## config.mk

```make
export PLATFORM = sky130hd
export DESIGN_NAME = clk_period_meter
export DESIGN_NICKNAME = d
export VERILOG_FILES = /design/src/rtl/clk_meter_pkg.sv /design/src/rtl/sync_edge_det.sv /design/src/rtl/clk_period_meter.sv
export SDC_FILE = /design/constraint.sdc
export NUM_CORES = 1
export LEC_CHECK = 0
export ABC_AREA = 1
export BUFFER_PORTS_ARGS = -buffer_cell sky130_fd_sc_hd__buf_4
export CORE_MARGIN = 4
export CORE_UTILIZATION = 40
export DETAILED_ROUTE_END_ITERATION = 8
export GPL_TIMING_DRIVEN = 0
export SYNTH_ARGS = -nofsm -noshare
export SYNTH_HDL_FRONTEND = slang
export SYNTH_SLANG_ARGS = --single-unit
```

## constraint.sdc

```tcl
create_clock -name CLK_IN -period 1.75 [get_ports CLK_IN]
set_input_delay 0.4375 -clock CLK_IN [delete_from_list [all_inputs] [get_ports CLK_IN]]
set_output_delay 0.4375 -clock CLK_IN [all_outputs]
set_load 0.005 [all_outputs]
```

## src/rtl/clk_meter_pkg.sv

```systemverilog
// Shared definitions for the clock period meter: FSM state encoding,
// warm-up length and the default counter width.
package clk_meter_pkg;

    localparam int CNT_W_DEF  = 24;
    localparam int WARMUP_CYC = 3;

    typedef logic [1:0] state_t;

    localparam state_t WARMUP = 2'd0;
    localparam state_t IDLE   = 2'd1;
    localparam state_t ARM    = 2'd2;
    localparam state_t MEAS   = 2'd3;

endpackage

```

## src/rtl/sync_edge_det.sv

```systemverilog
// Two-flop synchronizer followed by a delay register, producing one-cycle
// rise/fall strobes for an asynchronous level. Synchronous active-high reset
// clears the whole chain, so no edge is reported out of reset unless the
// input is actually high.
module sync_edge_det (
    input  logic clk,
    input  logic rst,
    input  logic din,
    output logic rise,
    output logic fall
);

    logic meta;
    logic sync;
    logic dly;

    // Synchronizer and delay pipeline.
    // NOTE: non-blocking assignments make each stage take the previous
    // stage's old value, which is what turns these three lines into a shift chain.
    always_ff @(posedge clk) begin
        if (rst) begin
            meta <= 1'b0;
            sync <= 1'b0;
            dly  <= 1'b0;
        end else begin
            meta <= din;
            sync <= meta;
            dly  <= sync;
        end
    end

    assign rise = sync & ~dly;
    assign fall = ~sync & dly;

endmodule

```

## src/rtl/clk_period_meter.sv

```systemverilog
// One-shot period / high-time meter for a slow divided clock, counted in
// CLK_IN cycles. A START pulse arms the meter, the first conditioned rising
// edge of SIG_IN starts the count and the next one ends it with VALID.
// A stalled SIG_IN is caught by a watchdog on the same counter (TIMEOUT).
//
// Build option: define CLK_METER_DUTY_EN to build falling-edge detection and
// the HIGH_TIME register; otherwise HIGH_TIME is tied to zero.
module clk_period_meter
    import clk_meter_pkg::*;
#(
    parameter int               CNT_W       = CNT_W_DEF,
    parameter logic [CNT_W-1:0] TIMEOUT_CYC = {CNT_W{1'b1}}
) (
    input  logic             CLK_IN,
    input  logic             RST,
    input  logic             SIG_IN,
    input  logic             START,
    output logic             BUSY,
    output logic             VALID,
    output logic             TIMEOUT,
    output logic [CNT_W-1:0] PERIOD,
    output logic [CNT_W-1:0] HIGH_TIME
);

    state_t           state;
    logic [1:0]       warm_cnt;
    logic [CNT_W-1:0] cnt;
    logic             rise;

`ifdef CLK_METER_DUTY_EN
    logic fall;

    sync_edge_det u_sync (
        .clk  (CLK_IN),
        .rst  (RST),
        .din  (SIG_IN),
        .rise (rise),
        .fall (fall)
    );
`else
    logic fall_unused;

    sync_edge_det u_sync (
        .clk  (CLK_IN),
        .rst  (RST),
        .din  (SIG_IN),
        .rise (rise),
        .fall (fall_unused)
    );
`endif

    // Busy everywhere except IDLE; this drops in the same cycle as VALID/TIMEOUT
    // because the FSM returns to IDLE on the edge that raises the strobe.
    assign BUSY = (state != IDLE);

    // Measurement FSM, shared period/watchdog counter and PERIOD register.
    always_ff @(posedge CLK_IN) begin
        if (RST) begin
            state    <= WARMUP;
            warm_cnt <= '0;
            cnt      <= '0;
            VALID    <= 1'b0;
            TIMEOUT  <= 1'b0;
            PERIOD   <= '0;
        end else begin
            VALID   <= 1'b0;
            TIMEOUT <= 1'b0;
            case (state)
                WARMUP: begin
                    if (warm_cnt == 2'(WARMUP_CYC - 1)) begin
                        state <= IDLE;
                    end else begin
                        warm_cnt <= warm_cnt + 2'd1;
                    end
                end
                IDLE: begin
                    // A START coinciding with a result strobe is dropped so that
                    // a requester reacting to the strobe cannot double-trigger.
                    if (START && !VALID && !TIMEOUT) begin
                        cnt   <= '0;
                        state <= ARM;
                    end
                end
                ARM: begin
                    if (rise) begin
                        cnt   <= CNT_W'(1);
                        state <= MEAS;
                    end else if (cnt == TIMEOUT_CYC) begin
                        TIMEOUT <= 1'b1;
                        state   <= IDLE;
                    end else begin
                        cnt <= cnt + CNT_W'(1);
                    end
                end
                MEAS: begin
                    if (rise) begin
                        PERIOD <= cnt;
                        VALID  <= 1'b1;
                        state  <= IDLE;
                    end else if (cnt == TIMEOUT_CYC) begin
                        TIMEOUT <= 1'b1;
                        state   <= IDLE;
                    end else begin
                        cnt <= cnt + CNT_W'(1);
                    end
                end
                default: state <= WARMUP;
            endcase
        end
    end

`ifdef CLK_METER_DUTY_EN
    logic fall_seen;

    // Capture the count at the first falling edge after the starting rise;
    // later falls (glitches) and a missing fall leave HIGH_TIME untouched.
    always_ff @(posedge CLK_IN) begin
        if (RST) begin
            HIGH_TIME <= '0;
            fall_seen <= 1'b0;
        end else if (state == ARM && rise) begin
            fall_seen <= 1'b0;
        end else if (state == MEAS && fall && !fall_seen) begin
            HIGH_TIME <= cnt;
            fall_seen <= 1'b1;
        end
    end
`else
    assign HIGH_TIME = '0;
`endif

endmodule

```

# --- Yosys cells after proc, flatten, opt, wreduce, memory -nomap -nowiden ---
# Index checks and enable logic that the tools add are counted.
# W data, S select, Z words.
totals:
  latchBits: 0
  inputBits: 4
  elab_cells: 51
  romBits: 0
  output_inout_bits: 51
  ff_bits: 57
  ram_bits: 0
  mem_count: 0
classes:
  n_mux: 13
  n_shift: 0
  bitwise_logic: 5
  reduce_logical: 13
  n_eq_ne: 9
  n_mul: 0
  n_lt_le_gt_ge: 0
  n_addsub: 2
  div_mod_pow: 0
ops:
  columns: ["operator", "count"]
  rows:
  - ["$mux W24", 4]
  - ["$pmux W24 S3", 1]
  - ["$add A24 B1 Y24 const B", 1]
  - ["$eq A24 B24 Y1 const B", 1]
  - ["$mux W2", 5]
  - ["$pmux W2 S4", 1]
  - ["$eq A2 B2 Y1 const B", 3]
  - ["$ne A2 B2 Y1 const B", 3]
  - ["$reduce_and A2 Y1", 3]
  - ["$not A1 Y1", 4]
  - ["$reduce_or A2 Y1", 2]
  - ["$reduce_and A3 Y1", 1]
  - ["$reduce_bool A3 Y1", 1]
  - ["$reduce_or A3 Y1", 1]
  - ["$add A2 B1 Y2 const B", 1]
  - ["$eq A2 B1 Y1 const B", 1]
  - ["$logic_and A1 B1 Y1", 2]
  - ["$logic_not A1 Y1", 2]
  - ["$logic_not A2 Y1", 1]
  - ["$mux W1", 2]
  - ["$ne A2 B1 Y1 const B", 1]
  - ["$and A1 B1 Y1", 1]

# --- Depth between registers and ports, before layout ---
depth:
  ltp_word: 5
  depth_mapped: 12
  ltp_nobuf: 12

# --- By module ---
# A second synthesis with hierarchy kept.
unflattened:
  hier_cells: 429
  area_unflattened_um2: 2962.8
by_module_without_submodules:
  columns: ["module", "cells_per_inst", "seq_area_each_um2", "area_each_um2", "n_inst"]
  rows:
  - ["clk_period_meter", 417, 1081.0, 2869.0, 1]
  - ["sync_edge_det", 12, 60.1, 93.8, 1]

# --- Worst setup path after synthesis ---
# Ideal clock, no wire load.
synth_path:
  kind: "register to register"
  from: "reg cnt[1]"
  to: "reg cnt[7]"
  stages_incl_launch_ff: 12
  setup_slack_ns: 0.241
  synth_period_minus_slack_ns: 1.509
  required_ns: 1.632
  arrival_ns: 1.391
  path_cell_list: "dfxtp_1 > ha_1 > inv_1 > nor2_2 > nand2_2 > nor2_4 > nand3_4 > nand2_2 > buf_6 > o21ai_0 > nand2_1 > nor2_1"
synth_via:
  elab_chain_cells: 4
synth_rtl:
  columns: ["item", "line", "rtl"]
  rows:
  - ["from (decl)", "clk_period_meter.sv:27", "logic [CNT_W-1:0] cnt;"]
  - ["from (signal assigned)", "clk_period_meter.sv:92", "cnt <= cnt + CNT_W'(1);"]
  - ["from (signal assigned)", "clk_period_meter.sv:104", "cnt <= cnt + CNT_W'(1);"]
  - ["$add A24 B1 Y24 / $eq A24 B24 Y1 (equally long branches)", null, null]
  - ["$mux W24 (*)", "clk_period_meter.sv:88, clk_period_meter.sv:100", null]
  - ["$mux W24 (on tied branches)", "clk_period_meter.sv:96, clk_period_meter.sv:85", null]
  - ["$pmux W24 S3 (*)", "clk_period_meter.sv:68", "case (state)"]
# Every way passes the cells marked *; elsewhere a longest branch is shown, timed or not. The select of a mux whose other input is x is not followed.
# A chain may end at the register's enable or synchronous reset.

# --- Final worst setup path ---
layout_path:
  from: "reg cnt[0]"
  to: "reg cnt[11]"
# The elaborated chain is that of the path after synthesis.

==> results_tabular.tex <==
\begin{tabular}{lr}
\hline
Metric & Value \\
\hline
\multicolumn{2}{l}{\textbf{Power}} \\
\quad Comb power frac & 0.239 \\
\quad Sw Pwr & a little over 1000 uW \\
\quad Switching Fraction & 0.317 \\
\quad Maximum vdd ir drop & about 0.00061 V \\
\quad Relative contribution of the clock network to total power & 0.332 \\
\quad Areal power density over the cells & 938 nW/um\^{}2 \\
\quad Int Power & approximately 2200 uW \\
\quad Sequential fraction of design power & 0.429 \\
\quad Static leakage & 0.00148 uW \\
\multicolumn{2}{l}{\textbf{Timing}} \\
\quad Tcrit/Tclk final & 0.944 \\
\quad Setup\_tns & 0 ns \\
\quad Slew HR & 0.614 \\
\quad Achievable Freq & $\sim$0.6 GHz \\
\quad Worst slew pin tran & 0.580 ns \\
\quad Final critical delay including setup and external delays & around 1.7 ns \\
\quad Final count of negative-setup-slack endpoints & 0 \\
\quad Hold Vio Cnt, Final & 0 \\
\quad Clock Skews & roughly 0.0084 ns \\
\quad Final slew viol count & 0 \\
\multicolumn{2}{l}{\textbf{Clocking}} \\
\quad Clock Latency Late Sink & between 0.3 and 0.4 ns \\
\quad Deepest level of the CTS H-tree & 3 \\
\quad Register clock-pin slew on the reported worst setup and hold paths & $\sim$0.06 ns \\
\quad TritonCTS clock tree & yes \\
\quad Deepest clock path buffer count & 2 \\
\quad Number of CTS-inserted buffers & 9 \\
\quad Number of sinks on the clock net & between 50 and 60 \\
\quad CTS hold repair buffers & 0 \\
\quad Cell chosen for the clock root & sky130\_fd\_sc\_hd\_\_clkbuf\_8 \\
\multicolumn{2}{l}{\textbf{Global route}} \\
\quad Number of global-route vias before repair & 2326 \\
\quad Number of antenna violations at the first check in global routing & 0 \\
\quad Largest net degree at the start of global routing & 11 \\
\quad Gr ovfl total & 0 \\
\quad Total global routing track utilization & 0.170 \\
\quad Global-route wire length before repair & around 11 mm \\
\multicolumn{2}{l}{\textbf{Final layout}} \\
\quad Number of fill cells in the layout & $\sim$700 \\
\quad Total area of multi-input combinational cells & between 1000 and 1500 sq um \\
\quad Total area of sequential cells & $\sim$1100 sq um \\
\quad Total inserted antenna cells & 0 \\
\quad Ratio of cells with drive above 1 in the final layout & 0.220 \\
\quad Nets & 474 \\
\quad Final std cells w/o fill & between 500 and 600 \\
\quad Relative area change from synthesis to final layout & 24.5\% \\
\quad Final instance area & between 3000 and 4000 sq um \\
\multicolumn{2}{l}{\textbf{Yosys}} \\
\quad Post-synth EDFFs & 0 \\
\quad Synth top area share & 0.408 \\
\quad Most common cell in the synthesized netlist & sky130\_fd\_sc\_hd\_\_nor2\_1 \\
\quad Average cell area after synthesis & $\sim$7 sq um \\
\quad Number of synthesis warnings & 0 \\
\quad Primary flip-flop cell chosen by synthesis mapping & sky130\_fd\_sc\_hd\_\_dfxtp\_1 \\
\quad Register bit count reported by yosys & 57 \\
\quad Fraction of the yosys area taken by sequential cells & 0.408 \\
\quad Count of mapped cells out of synthesis & 398 \\
\quad Most used standard cells in the synthesized netlist & sky130\_fd\_sc\_hd\_\_nor2\_1, sky130\_fd\_sc\_hd\_\_nand2\_1, sky130\_fd\_sc\_hd\_\_dfxtp\_1 \\
\quad Mapped cell area & $\sim$2800 sq um \\
\quad Biggest area contributors in the synthesized netlist & sky130\_fd\_sc\_hd\_\_dfxtp\_1, sky130\_fd\_sc\_hd\_\_nor2\_1, sky130\_fd\_sc\_hd\_\_nand2\_1, sky130\_fd\_sc\_hd\_\_o21ai\_0, sky130\_fd\_sc\_hd\_\_buf\_4 \\
\quad Cell type with the largest total area after synthesis & sky130\_fd\_sc\_hd\_\_dfxtp\_1 \\
\quad Unique cell type count in the Yosys netlist & 30 \\
\quad FFs w/ async S/R, synth & 0 \\
\multicolumn{2}{l}{\textbf{Drt}} \\
\quad DR pass1 iterations & 4 \\
\quad Total detailed-routing wirelength & 6.89 mm \\
\quad Vias post-DR & $\sim$2.6k \\
\quad Iter 0 DRT Violations & $\sim$110 \\
\quad Number of remaining DRC errors & 0 \\
\quad Wire length per cell after detailed routing & around 12 um \\
\quad Post-route antenna net violation count & 0 \\
\quad Vias per cell & between 4 and 5 \\
\multicolumn{2}{l}{\textbf{Die}} \\
\quad Core Box Area & between 6000 and 7000 sq um \\
\quad Starting utilization of the core area & 0.412 \\
\quad Vertical die dimension & about 92 um \\
\quad Die width & $\sim$92 um \\
\quad FP Rows & 30 \\
\quad \# IOs & 55 \\
\quad Overall die area & $\sim$8400 sq um \\
\multicolumn{2}{l}{\textbf{Worst setup path}} \\
\quad Crit Path Class & flip-flop to flip-flop \\
\quad Maximum fanout count along the critical path & 8 \\
\quad Arrival time of the worst setup path & between 1.5 and 2 ns \\
\quad Startpoint type of the worst setup path & flip-flop \\
\quad CP required & just under 2 ns \\
\quad Critical Path End Type & flip-flop \\
\multicolumn{2}{l}{\textbf{Placed design}} \\
\quad Cell area reported after detailed placement & 3230 sq um \\
\quad Count of buffers inserted at the top-level ports & 30 \\
\quad Dpl cells & between 500 and 600 \\
\quad Final weighted congestion of routability-driven global placement & 0.887 \\
\quad Dpl hpwl & 5.15 mm \\
\multicolumn{2}{l}{\textbf{Flow run}} \\
\quad Max cap viols & 0 \\
\multicolumn{2}{l}{\textbf{Run status}} \\
\quad Status & finished, final reports clean \\
\multicolumn{2}{l}{\textbf{Hold path}} \\
\quad Type of the worst min-delay path & primary input to flip-flop \\
\hline
\end{tabular}
registers in the layout, indices dropped and copies added, names as in the netlist:
register and flops:
state 2, TIMEOUT 1, VALID 1, u_sync.sync 1, u_sync.meta 1, warm_cnt 2, PERIOD 24, u_sync.dly 1
cnt 24
placed cells by master (no fill, tap or decap), types with 2 or more instances in the layout:
cell type,synthesis,layout
sky130_fd_sc_hd__clkinv_2,1,4
sky130_fd_sc_hd__a21oi_1,30,30
sky130_fd_sc_hd__dfxtp_1,57,54
sky130_fd_sc_hd__clkbuf_8,0,11
sky130_fd_sc_hd__conb_1,1,24
sky130_fd_sc_hd__nand4_1,10,10
sky130_fd_sc_hd__nor2_4,5,7
sky130_fd_sc_hd__nor3_1,8,8
sky130_fd_sc_hd__clkbuf_1,7,9
sky130_fd_sc_hd__ha_1,2,2
sky130_fd_sc_hd__buf_6,2,3
sky130_fd_sc_hd__nor2_2,4,4
sky130_fd_sc_hd__nand2_2,5,5
sky130_fd_sc_hd__nand2_4,1,2
sky130_fd_sc_hd__nand3_1,16,16
sky130_fd_sc_hd__buf_4,24,59
sky130_fd_sc_hd__nor2_1,69,67
sky130_fd_sc_hd__inv_1,45,43
sky130_fd_sc_hd__dfxtp_4,0,2
sky130_fd_sc_hd__nand2_1,62,61
sky130_fd_sc_hd__o21ai_0,38,37
sky130_fd_sc_hd__inv_2,1,3
what timing repair did:
item,CTS,global route
endpoints found under the setup margin,11,21
buffers inserted,0,5
resized for setup,2,15
pin swaps,0,7
cloned,0,1
path summary, 6_finish.rpt:
| kind | from | endpoint | slack, ns | cells after the start |
|---|---|---|---|---|
| setup reg to reg | cnt[0]$_SDFFE_PP0P_ | cnt[11]$_SDFFE_PP0P_ | 0.1 | 11 |
| setup / recovery | cnt[0]$_SDFFE_PP0P_ | cnt[11]$_SDFFE_PP0P_ | 0.1 | 11 |
| hold reg to reg | u_sync.meta$_SDFF_PP0_ | u_sync.sync$_SDFF_PP0_ | 0.41 | 2 |
| hold / removal | SIG_IN | u_sync.meta$_SDFF_PP0_ | 0.32 | 3 |
worst max-delay path: stages (launching register included):
cell	delay [ns]
sky130_fd_sc_hd__dfxtp_4	0.36
sky130_fd_sc_hd__ha_1	0.16
sky130_fd_sc_hd__inv_2	0.05
sky130_fd_sc_hd__nor2_4	0.13
sky130_fd_sc_hd__nand2_2	0.10
sky130_fd_sc_hd__nor2_4	0.15
sky130_fd_sc_hd__nand3_4	0.14
sky130_fd_sc_hd__nand2_4	0.13
sky130_fd_sc_hd__buf_6	0.13
sky130_fd_sc_hd__o21ai_0	0.07
sky130_fd_sc_hd__nand2_1	0.06
sky130_fd_sc_hd__nor2_1	0.04
routing by layer:
| layer | global-route usage | part of all wire | vias to the layer above |
|---|---|---|---|
| li1 | - | - | 1363 |
| met1 | 0.228 | 0.49 | 1199 |
| met2 | 0.258 | 0.45 | 56 |
| met3 | 0.0492 | 0.049 | 10 |
| met4 | 0.0641 | 0.014 | 0 |
| met5 | 0 | 0 | - |
layout make-up:
class	count	area share
Multi-Input combinational cell	282	0.387
Timing Repair Buffer	36	0.0786
Inverter	48	0.0528
Clock buffer	13	0.0456
Tap cell	96	0.0345
Clock inverter	3	0.00431
Sequential cell	57	0.330
Buffer	34	0.0668
power groups by stage:
stage | sequential (uW) | combinational [uW] | clock [uW]
after CTS | 1400 | 696 | 1110
final | 1400 | 781 | 1080
after global placement | 1420 | 683 | 0
after global routing | 1410 | 882 | 1180
after detailed placement | 1430 | 694 | 0
after floorplan | 1410 | 523 | 0
kinds of logic (layout without fill, tap and decap cells):
| group | count (synthesis) | in the layout | share of synthesized area |
|---|---|---|---|
| fa+ha+maj | 2 | 2 | 0.00894 |
| other cells | 1 | 24 | 0.00134 |
| flops | 57 | 57 | 0.408 |
| xor+xnor | 2 | 2 | 0.00626 |
| compound gates | 71 | 71 | 0.129 |
| buf+inv | 82 | 134 | 0.149 |
| simple gates | 183 | 183 | 0.298 |
through the flow:
| step | utilization | setup WS [ns] | hold slack [ns] | total power [uW] |
|---|---|---|---|---|
| after global placement | 0.476 | -0.0482 | 0.404 | 2110 |
| after floorplan | - | 0.241 | 0.388 | 1940 |
| after detailed placement | 0.476 | -0.111 | 0.401 | 2120 |
| after global routing | 0.513 | -0.00564 | 0.305 | 3470 |
| final | 0.513 | 0.0980 | 0.316 | 3270 |
| after CTS | 0.502 | 0.0242 | 0.310 | 3210 |
Power figures use the tool's default switching activity.
